$ cat config.mk
export PLATFORM = sky130hd
export DESIGN_NAME = mem_port_arbiter
export DESIGN_NICKNAME = d
export VERILOG_FILES = /design/src/rtl/mem_port_arbiter.sv
export SDC_FILE = /design/constraint.sdc
export NUM_CORES = 1
export LEC_CHECK = 0
export CAP_MARGIN = 20
export CORE_ASPECT_RATIO = 0.9
export CORE_MARGIN = 5
export CORE_UTILIZATION = 44
export CTS_BUF_LIST = sky130_fd_sc_hd__clkbuf_2 sky130_fd_sc_hd__clkbuf_4 sky130_fd_sc_hd__clkbuf_8
export DETAILED_ROUTE_END_ITERATION = 10
export PLACE_DENSITY = 0.83
export SYNTH_ARGS = -nofsm -noshare
export SYNTH_HDL_FRONTEND = slang
export SYNTH_SLANG_ARGS = --single-unit
export TNS_END_PERCENT = 20
$ cat constraint.sdc
create_clock -name clk -period 5.09 [get_ports clk]
set_input_delay 0.509 -clock clk [delete_from_list [all_inputs] [get_ports clk]]
set_output_delay 0.509 -clock clk [all_outputs]
set_load 0.01 [all_outputs]
$ cat src/rtl/mem_port_arbiter.sv
// Shares one single-ported memory between instruction fetch and data load/store, one transaction at a time.
// Optional: define ARB_ROUND_ROBIN_EN to alternate the winner on simultaneous requests (default: data always wins).
module mem_port_arbiter #(
    parameter int ADDR_W   = 32,
    parameter int DATA_W   = 32,
    parameter int MAX_WAIT = 15
) (
    input  logic                clk,
    input  logic                reset,
    input  logic                if_req,
    input  logic [ADDR_W-1:0]   if_addr,
    output logic                if_gnt,
    output logic                if_rvalid,
    output logic [DATA_W-1:0]   if_rdata,
    input  logic                d_req,
    input  logic                d_we,
    input  logic [DATA_W/8-1:0] d_be,
    input  logic [ADDR_W-1:0]   d_addr,
    input  logic [DATA_W-1:0]   d_wdata,
    output logic                d_gnt,
    output logic                d_rvalid,
    output logic [DATA_W-1:0]   d_rdata,
    output logic                mem_req,
    output logic                mem_we,
    output logic [DATA_W/8-1:0] mem_be,
    output logic [ADDR_W-1:0]   mem_addr,
    output logic [DATA_W-1:0]   mem_wdata,
    input  logic                mem_ready,
    input  logic                mem_rvalid,
    input  logic [DATA_W-1:0]   mem_rdata,
    output logic                stall,
    output logic                err
);

    localparam int BE_W  = DATA_W / 8;
    localparam int CNT_W = $clog2(MAX_WAIT + 1);

    typedef enum logic [1:0] {S_IDLE, S_ISSUE, S_WAIT_RSP} state_e;
    typedef enum logic {OWN_IF, OWN_D} owner_e;

    state_e              state_q, state_d;
    owner_e              owner_q, owner_d;
    logic                mem_req_q, mem_req_d;
    logic                mem_we_q, mem_we_d;
    logic [BE_W-1:0]     mem_be_q, mem_be_d;
    logic [ADDR_W-1:0]   mem_addr_q, mem_addr_d;
    logic [DATA_W-1:0]   mem_wdata_q, mem_wdata_d;
    logic [CNT_W-1:0]    cnt_q, cnt_d;
    logic                if_rvalid_q, if_rvalid_d;
    logic [DATA_W-1:0]   if_rdata_q, if_rdata_d;
    logic                d_rvalid_q, d_rvalid_d;
    logic [DATA_W-1:0]   d_rdata_q, d_rdata_d;
    logic                err_q, err_d;
    logic                if_gnt_c, d_gnt_c, d_win, done, expire;
`ifdef ARB_ROUND_ROBIN_EN
    owner_e              prio_q, prio_d;
`endif

`ifdef ARB_ROUND_ROBIN_EN
    // prio_q names the requester that wins a tie; it flips to the other side on every grant.
    assign d_win = d_req && (!if_req || prio_q == OWN_D);
`else
    assign d_win = d_req;
`endif

    assign expire = (cnt_q == CNT_W'(MAX_WAIT - 1));

    // NOTE: every signal driven here gets a default first so no path leaves it unassigned (no latches).
    always_comb begin
        state_d     = state_q;
        owner_d     = owner_q;
        mem_req_d   = mem_req_q;
        mem_we_d    = mem_we_q;
        mem_be_d    = mem_be_q;
        mem_addr_d  = mem_addr_q;
        mem_wdata_d = mem_wdata_q;
        cnt_d       = cnt_q;
        if_rvalid_d = 1'b0;
        if_rdata_d  = if_rdata_q;
        d_rvalid_d  = 1'b0;
        d_rdata_d   = d_rdata_q;
        err_d       = 1'b0;
        if_gnt_c    = 1'b0;
        d_gnt_c     = 1'b0;
        done        = 1'b0;
`ifdef ARB_ROUND_ROBIN_EN
        prio_d      = prio_q;
`endif
        case (state_q)
            S_IDLE: begin
                if (d_win) begin
                    d_gnt_c     = 1'b1;
                    owner_d     = OWN_D;
                    mem_req_d   = 1'b1;
                    mem_we_d    = d_we;
                    mem_be_d    = d_be;
                    mem_addr_d  = d_addr;
                    mem_wdata_d = d_wdata;
                    cnt_d       = '0;
                    state_d     = S_ISSUE;
`ifdef ARB_ROUND_ROBIN_EN
                    prio_d      = OWN_IF;
`endif
                end else if (if_req) begin
                    if_gnt_c    = 1'b1;
                    owner_d     = OWN_IF;
                    mem_req_d   = 1'b1;
                    mem_we_d    = 1'b0;
                    mem_be_d    = '1;
                    mem_addr_d  = if_addr;
                    mem_wdata_d = '0;
                    cnt_d       = '0;
                    state_d     = S_ISSUE;
`ifdef ARB_ROUND_ROBIN_EN
                    prio_d      = OWN_D;
`endif
                end
            end
            S_ISSUE: begin
                cnt_d = cnt_q + CNT_W'(1);
                if (mem_ready) begin
                    mem_req_d = 1'b0;
                    if (mem_we_q) begin
                        done       = 1'b1;
                        state_d    = S_IDLE;
                        d_rvalid_d = 1'b1;
                        d_rdata_d  = '0;
                    end else begin
                        state_d = S_WAIT_RSP;
                    end
                end
            end
            S_WAIT_RSP: begin
                cnt_d = cnt_q + CNT_W'(1);
                if (mem_rvalid) begin
                    done    = 1'b1;
                    state_d = S_IDLE;
                    if (owner_q == OWN_IF) begin
                        if_rvalid_d = 1'b1;
                        if_rdata_d  = mem_rdata;
                    end else begin
                        d_rvalid_d = 1'b1;
                        d_rdata_d  = mem_rdata;
                    end
                end
            end
            default: state_d = S_IDLE;
        endcase

        // A completion in the expiry cycle takes precedence over the abort.
        if (state_q != S_IDLE && !done && expire) begin
            state_d   = S_IDLE;
            mem_req_d = 1'b0;
            err_d     = 1'b1;
            if (owner_q == OWN_IF) begin
                if_rvalid_d = 1'b1;
                if_rdata_d  = '0;
            end else begin
                d_rvalid_d = 1'b1;
                d_rdata_d  = '0;
            end
        end
    end

    // NOTE: state uses non-blocking assignments so every flop samples pre-edge values.
    always_ff @(posedge clk or posedge reset) begin
        if (reset) begin
            state_q     <= S_IDLE;
            owner_q     <= OWN_IF;
            mem_req_q   <= 1'b0;
            mem_we_q    <= 1'b0;
            mem_be_q    <= '0;
            mem_addr_q  <= '0;
            mem_wdata_q <= '0;
            cnt_q       <= '0;
            if_rvalid_q <= 1'b0;
            if_rdata_q  <= '0;
            d_rvalid_q  <= 1'b0;
            d_rdata_q   <= '0;
            err_q       <= 1'b0;
`ifdef ARB_ROUND_ROBIN_EN
            prio_q      <= OWN_D;
`endif
        end else begin
            state_q     <= state_d;
            owner_q     <= owner_d;
            mem_req_q   <= mem_req_d;
            mem_we_q    <= mem_we_d;
            mem_be_q    <= mem_be_d;
            mem_addr_q  <= mem_addr_d;
            mem_wdata_q <= mem_wdata_d;
            cnt_q       <= cnt_d;
            if_rvalid_q <= if_rvalid_d;
            if_rdata_q  <= if_rdata_d;
            d_rvalid_q  <= d_rvalid_d;
            d_rdata_q   <= d_rdata_d;
            err_q       <= err_d;
`ifdef ARB_ROUND_ROBIN_EN
            prio_q      <= prio_d;
`endif
        end
    end

    // Grants are masked during reset so every output reads 0 while it is held.
    assign if_gnt    = if_gnt_c & ~reset;
    assign d_gnt     = d_gnt_c & ~reset;
    assign if_rvalid = if_rvalid_q;
    assign if_rdata  = if_rdata_q;
    assign d_rvalid  = d_rvalid_q;
    assign d_rdata   = d_rdata_q;
    assign mem_req   = mem_req_q;
    assign mem_we    = mem_we_q;
    assign mem_be    = mem_be_q;
    assign mem_addr  = mem_addr_q;
    assign mem_wdata = mem_wdata_q;
    assign stall     = (state_q != S_IDLE);
    assign err       = err_q;

endmodule

# Yosys cells after proc, flatten, opt, wreduce, memory -nomap -nowiden
# Index checks and enable logic that the tools add are counted.
# op_classes
add_sub_neg	1
multipliers	0
div	0
order_cmp	0
eq_ne	7
shift	0
mux	56
bitwise	3
reduce_logical	13
# ops
op	count
2-to-1 mux 32 bit	15
case mux 32 bit (2 select lines)	1
2-to-1 mux 1 bit	25
2-to-1 mux 4 bit	4
2-to-1 mux 2 bit	6
!= test 3 bit (second input constant)	3
case mux 4 bit (2 select lines)	1
case mux 1 bit (2 select lines)	3
case mux 2 bit (3 select lines)	1
AND reduction 3 bit	2
nonzero test 2 bit	3
adder 4 x 1 -> 4 bit (second input constant)	1
equality test 4 bit (second input constant)	1
!= test 4 bit (second input constant)	1
AND reduction 2 bit	2
nonzero test 3 bit	1
bitwise AND 1 bit	2
equality test 2 x 1 -> 1 bit (second input constant)	1
equality test 2 bit (second input constant)	1
logical AND 1 bit	2
zero test 2 bit	1
OR reduction 2 bit	1
zero test 1 bit	1
inverter 1 bit	1
# word_totals
reg_bits	144
latchBits	0
ram_bits	0
romBits	0
in_bits	139
wordCells	93
n_memories	0

# Longest topological paths before layout
# Gate-level depths: netlist (run 1).
# depth
word_depth	8
ltp_mapped	7
mapped_depth_nobuf	5

# Worst setup path after synthesis (run 1)
# OpenSTA, ideal clock, no wires.
# synth_timing
path_kind	input to output
from	in d_req
to	out if_gnt
arrival_time_ps	1221
slack_ps	3360
stages	3
path_buffers	2
cell_sequence	buf_2 -> buf_2 -> nor3_1
# synth_between
elab_chain_cells	3
# synth_lines
element	line	source
start, declared	15	input logic d_req,
2-to-1 mux 1 bit	91	if (d_win) begin
2-to-1 mux 1 bit	89	case (state_q)
bitwise AND 1 bit	205	assign if_gnt = if_gnt_c & ~reset;
end, declared	12	output logic if_gnt,
# Every way passes these cells.

# Final worst setup path (run 1)
# layout_timing
from	reg state_q[0]
to	out d_gnt
# layout_between
elab_chain_cells	3
# layout_lines
element	line	source
start, declared	41	state_e state_q, state_d;
start signal, assigned	185	state_q <= state_d;
zero test 2 bit	89	
2-to-1 mux 1 bit	89	
bitwise AND 1 bit	206	assign d_gnt = d_gnt_c & ~reset;
end, declared	20	output logic d_gnt,
# Every way passes these cells.

==> results of run 1 <==
flip-flops by register name, indices dropped and copies added, names as in the netlist, 2 cells and up:
name and cells:
mem_wdata 32, state_q 2, if_rdata 32, cnt_q 4, mem_be 4, mem_addr 32, d_rdata 32
Yosys cell counts, types with 3 or more instances:
| library cell | number |
|---|---|
| and3_1 | 3 |
| a22o_1 | 33 |
| buf_2 | 22 |
| inv_1 | 8 |
| o31ai_1 | 34 |
| nor2b_1 | 4 |
| nand2b_1 | 4 |
| buf_6 | 7 |
| dfrtp_1 | 144 |
| nand2_1 | 132 |
| o21ai_0 | 64 |
| clkbuf_2 | 3 |
| clkbuf_1 | 22 |
| mux2i_1 | 32 |
| o21ai_1 | 5 |
| a21oi_1 | 34 |
| o22a_1 | 4 |
| a31oi_1 | 33 |
| ha_1 | 6 |
power breakdown:
part,leakage [nW],internal [mW],total [mW],switching (mW)
sequential,1.84,1.67,2.02,0.354
combinational,2.17,1.39,2.62,1.23
clock,0.198,0.488,0.938,0.449
cells by family after synthesis:
logic type | Yosys count
AOI/OAI and AO/OA | 216
adders and majority gates | 6
buffers and inverters | 64
DFF | 144
muxes | 32
and+or+nand+nor | 158
critical path: stages, from the launching register on:
cell	delay (ns)
dfrtp_1	0.41
inv_1	0.12
ha_1	0.41
nand2_1	0.25
nor2_1	0.14
clkdlybuf4s50_1	0.55
through the flow:
step / setup slack (ns) / cell area [um^2] / instances / hold slack (ns)
global route: 2.11 / 9770 / 1083 / 0.443
floorplan: 0.715 / 6420 / 620 / 0.507
CTS: 2.22 / 9670 / 1079 / 0.488
global placement: 2.51 / 9260 / 1047 / 0.463
detailed placement: 2.45 / 9260 / 1047 / 0.469
finish: 2.27 / 9770 / 1083 / 0.437
layout make-up:
type / count / area [um^2] / area share
clock buffer: 18 / 241 / 0.0247
clock inverter: 14 / 166 / 0.0170
inverter: 9 / 38.8 / 0.00397
multi-input combinational: 412 / 2520 / 0.258
sequential: 144 / 3600 / 0.369
tap: 193 / 241 / 0.0247
timing repair buffer: 293 / 2960 / 0.303
how the worst max path moves through the flow:
stage / from / endpoint / slack, ns / cells after the start
2_1_floorplan: reset / cnt_q[0] / 0.71 / 1
3_3_place_gp: mem_rvalid / d_rdata[18] / 2.51 / 5
3_5_place_dp: mem_rvalid / d_rdata[24] / 2.45 / 5
4_1_cts: state_q[0] / d_gnt / 2.22 / 5
5_1_grt: state_q[0] / d_gnt / 2.11 / 5
6_report: state_q[0] / d_gnt / 2.27 / 5
routing by layer:
layer / track usage / routed length [um] / up-vias
met1: 0.286 / 7980 / 2816
met2: 0.384 / 9820 / 261
met3: 0.0820 / 2010 / 32
met5: 0 / 0 / -
li1: - / - / 2733
met4: 0.0757 / 418 / 0
==> flow_summary.json, run 1 <==
{
  "wl_um": 20200,
  "cap_viol_max_count": 0,
  "r2r-start": "state_q[0]",
  "r2r_end": "d_rdata[24]",
  "drive_gt1_frac": 0.0652,
  "synth.cell_area_um2": 6420,
  "synth_compound_area_frac": 0.214,
  "grt_max_degree": 110,
  "skew_ns": 0.00668,
  "cts_max_level": 4,
  "fill_cells": 1103,
  "hold_viol_final": 0,
  "synth-seq-cells": 144,
  "ys_seq_area_frac": 0.561,
  "synth-edff-count": 0,
  "ys.flop_type": "dfrtp_1",
  "ff2ff_path_depth": 6,
  "vias": 5842,
  "synth.top_cells.by_area": "dfrtp_1 (56%), nand2_1 (7.7%), mux2i_1 (5.0%)",
  "required_ns": 4.58,
  "reg2reg_slack_ns": 2.60,
  "port_buffers": 278,
  "critPathMaxFanout": 8,
  "syn_area_per_cell_um2": 10.4,
  "fin_crit_ns": 2.82,
  "antenna_left": 0,
  "row_count": 41,
  "cp-start-kind": "flop",
  "finalCritPeriodShare": 0.553,
  "layout.nets": 1022,
  "wl_per_cell_um": 18.7,
  "slew_headroom": 0.405,
  "synth_top_area_share": 0.561,
  "syn-num-nets": 765,
  "cts_sinks": 144,
  "synth_top_family_by_area": "compound AO/OA/AOI/OAI gates",
  "hold_buffers": 0,
  "status": "completed",
  "synthMuxAreaShare": 0.0499,
  "grt_overflow_total": 0,
  "via_per_inst": 5.39,
  "placeableCoreArea_um2": 14200,
  "synth-simple-area-share": 0.113,
  "clk_latency_ns": 0.44,
  "antenna_found_initial": 0,
  "cp_data_arrival_time_ns": 2.31,
  "cts_tree": "yes",
  "rsz0062_at_grt": "no",
  "synth_fa_ha_area_frac": 0.0117,
  "grt_pass1_vias": 5969,
  "antennaDiodeCount": 0,
  "post_cts_buffers": 0,
  "tightest_slew_ns": 0.885,
  "gp_congestion": 0.825,
  "numCtsBuffers": 17,
  "ctsRootBufferMaster": "clkbuf_8",
  "leakagePower_nw": 4.20,
  "dpl.hpwl_um": 14400,
  "final_cell_mix": "clkdlybuf4s50_1 (277), dfrtp_1 (144), nand2_1 (132)",
  "synth-async-reset-ratio": 1.00,
  "cts_resized": 0,
  "synth_xor_area_frac": 0,
  "start_util": 0.454,
  "ir_drop_v": 0.000354,
  "ys_warn_count": 0,
  "drt_iter0_markers": 339,
  "boundaryPins": 279,
  "powerDensity_nw_per_um2": 571,
  "grtUsageTotal": 0.234,
  "die_x_um": 137,
  "end_kind": "primary output",
  "syn2layout_area_growth_pct": 52.1,
  "drc": 0,
  "hold_class": "in2async",
  "setup_tns_ns": 0,
  "final_common_cell": "clkdlybuf4s50_1",
  "power.total_mw": 5.58,
  "grt_pass1_wl_um": 31600,
  "fin_util": 0.690,
  "maxSlewViolCount": 0,
  "design.die.area_um2": 17100,
  "synth.largest_area_cell": "dfrtp_1",
  "die_h_um": 125,
  "clkTransAtPathRegs_ns": 0.08,
  "cts_buffer_depth": 2,
  "critical_path_class": "reg2out",
  "max_freq_mhz": 355,
  "drtPass1Iterations": 5,
  "setup_viol": 0,
  "postSynthCellCount": 620,
  "ys_types": 41
}
(Power assumes the default switching activity.)
==> run 2: changes to the inputs <==
Clock period 5.09 ns to 2.6 ns, I/O delays scaled along.
==> flow_summary.json, run 2 (same netlist as run 1, synthesis figures left out) <==
{
  "wl_per_cell_um": 18.5,
  "maxSlewViolCount": 0,
  "end_kind": "primary output",
  "skew_ns": 0.0155,
  "clockPowerShare": 0.161,
  "critical_path_class": "reg2out",
  "whs_ns": 0.298,
  "dpl.hpwl_um": 14700,
  "tightest_slew_ns": 0.524,
  "ir_drop_v": 0.000623,
  "final_common_cell": "clkdlybuf4s50_1",
  "slew_headroom": 0.650,
  "via_per_inst": 5.35,
  "ctsRootBufferMaster": "clkbuf_8",
  "worstPathCellList": "inv_1 > ha_1 > nand2_1 > nor3_1 > clkdlybuf4s50_1",
  "setup_tns_ns": 0,
  "drtPass1Iterations": 5,
  "antenna_left": 0,
  "row_count": 41,
  "powerDensity_nw_per_um2": 1110,
  "gp_congestion": 0.805,
  "critPathSlowestCell": "clkdlybuf4s50_1",
  "max_freq_mhz": 416,
  "crit_buf_inv": 2,
  "syn2layout_area_growth_pct": 52.2,
  "hold_class": "in2reg",
  "rsz0062_at_grt": "no",
  "grt_max_degree": 82,
  "cap_viol_max_count": 0,
  "cts_buffer_depth": 2,
  "clkTransAtPathRegs_ns": 0.08,
  "cts_sinks": 144,
  "fin_crit_ns": 2.40,
  "seqPwrFrac": 0.365,
  "leakagePower_nw": 4.22,
  "hold_buffers": 0,
  "start_util": 0.454,
  "antenna_found_initial": 1,
  "p_sw_frac": 0.363,
  "required_ns": 2.34,
  "finalCritPeriodShare": 0.925,
  "boundaryPins": 279,
  "cp_data_arrival_time_ns": 2.14,
  "grt_pass1_vias": 6047,
  "final_cell_mix": "clkdlybuf4s50_1 (277), dfrtp_1 (144), nand2_1 (132)",
  "switching_power_mw": 3.93,
  "numCtsBuffers": 17,
  "grt_pass1_wl_um": 32000,
  "clk_latency_ns": 0.45,
  "die_x_um": 137,
  "grtUsageTotal": 0.237,
  "design.die.area_um2": 17100,
  "cts_tree": "yes",
  "vias": 5825,
  "cts_resized": 0,
  "post_cts_buffers": 0,
  "placeableCoreArea_um2": 14200,
  "setup_viol": 0,
  "grt_overflow_total": 0,
  "reg2reg_slack_ns": 0.62,
  "wl_um": 20100,
  "cts_max_level": 4,
  "die_h_um": 125,
  "layout.nets": 1029,
  "status": "completed",
  "pwr-share-comb": 0.474,
  "critPathMaxFanout": 3,
  "hold_viol_final": 0,
  "drt_iter0_markers": 458,
  "cp_top_family": "buffers and inverters",
  "drive_gt1_frac": 0.0714,
  "slowest_delay_ns": 0.62,
  "port_buffers": 278,
  "drc": 0,
  "antennaDiodeCount": 0,
  "power.internal_mw": 6.90,
  "cp-start-kind": "flop"
}
-- run 2: cell count changes in the layout (fill, tap and decap cells not counted), sizes merged --
cell and delta:
clkinv -3, clkinvlp -1, bufinv -2, clkbuf +6, buf +7, inv -1
-- run 2: per-layer routing --
layer,track usage,up-vias,wire length [um]
li1,-,2747,-
met1,0.293,2809,7900
met2,0.389,241,9970
met3,0.0929,26,1950
met4,0.0569,2,279
met5,0,-,9
-- run 2: layout make-up --
type,instances,area [um^2]
fill,1109,4380
tap,193,241
sequential,144,3600
inverter,9,37.5
clock inverter,7,76.3
clock buffer,24,318
timing repair buffer,300,2980
multi-input combinational,412,2520
-- run 2: worst paths after layout --
check / start / end / cells after the start
worst max register to register: state_q[0] / d_rdata[26] / 7
max in group asynchronous: reset / d_rdata[17] / 3
worst max-delay path: state_q[0] / if_gnt / 5
min in group asynchronous: reset / mem_addr[14] / 3
worst min-delay path: d_req / owner_q / 3
worst min register to register: mem_addr[13] / mem_addr[13] / 2
-- run 2: per-stage QoR --
stage | cell area (um^2) | cells | power, mW | utilization | setup slack (ns)
finish | 9770 | 1089 | 10.8 | 0.690 | 0.196
detailed placement | 9380 | 1058 | 9.16 | 0.663 | 0.517
global route | 9770 | 1089 | 11.6 | 0.690 | 0.0618
floorplan | 6430 | 620 | 6.18 | - | 0.535
CTS | 9770 | 1089 | 10.9 | 0.690 | 0.178
global placement | 9380 | 1058 | 9.01 | 0.663 | 0.512
-- run 2: worst register-to-register path, stage by stage (launching register included) --
cell and delay, ns:
dfrtp_1 0.37, inv_1 0.09, ha_1 0.25, buf_4 0.18
nand4b_4 0.23, nor4_4 0.27, buf_4 0.37, a31oi_1 0.10
-- run 2: power by group through the flow --
stage / Clock [mW] / Combinational (mW) / Sequential (mW)
finish: 1.74 / 5.13 / 3.95
global route: 1.90 / 5.58 / 4.09
global placement: 0 / 5.08 / 3.93
CTS: 1.79 / 5.20 / 3.95
detailed placement: 0 / 5.19 / 3.96
floorplan: 0 / 1.86 / 4.32
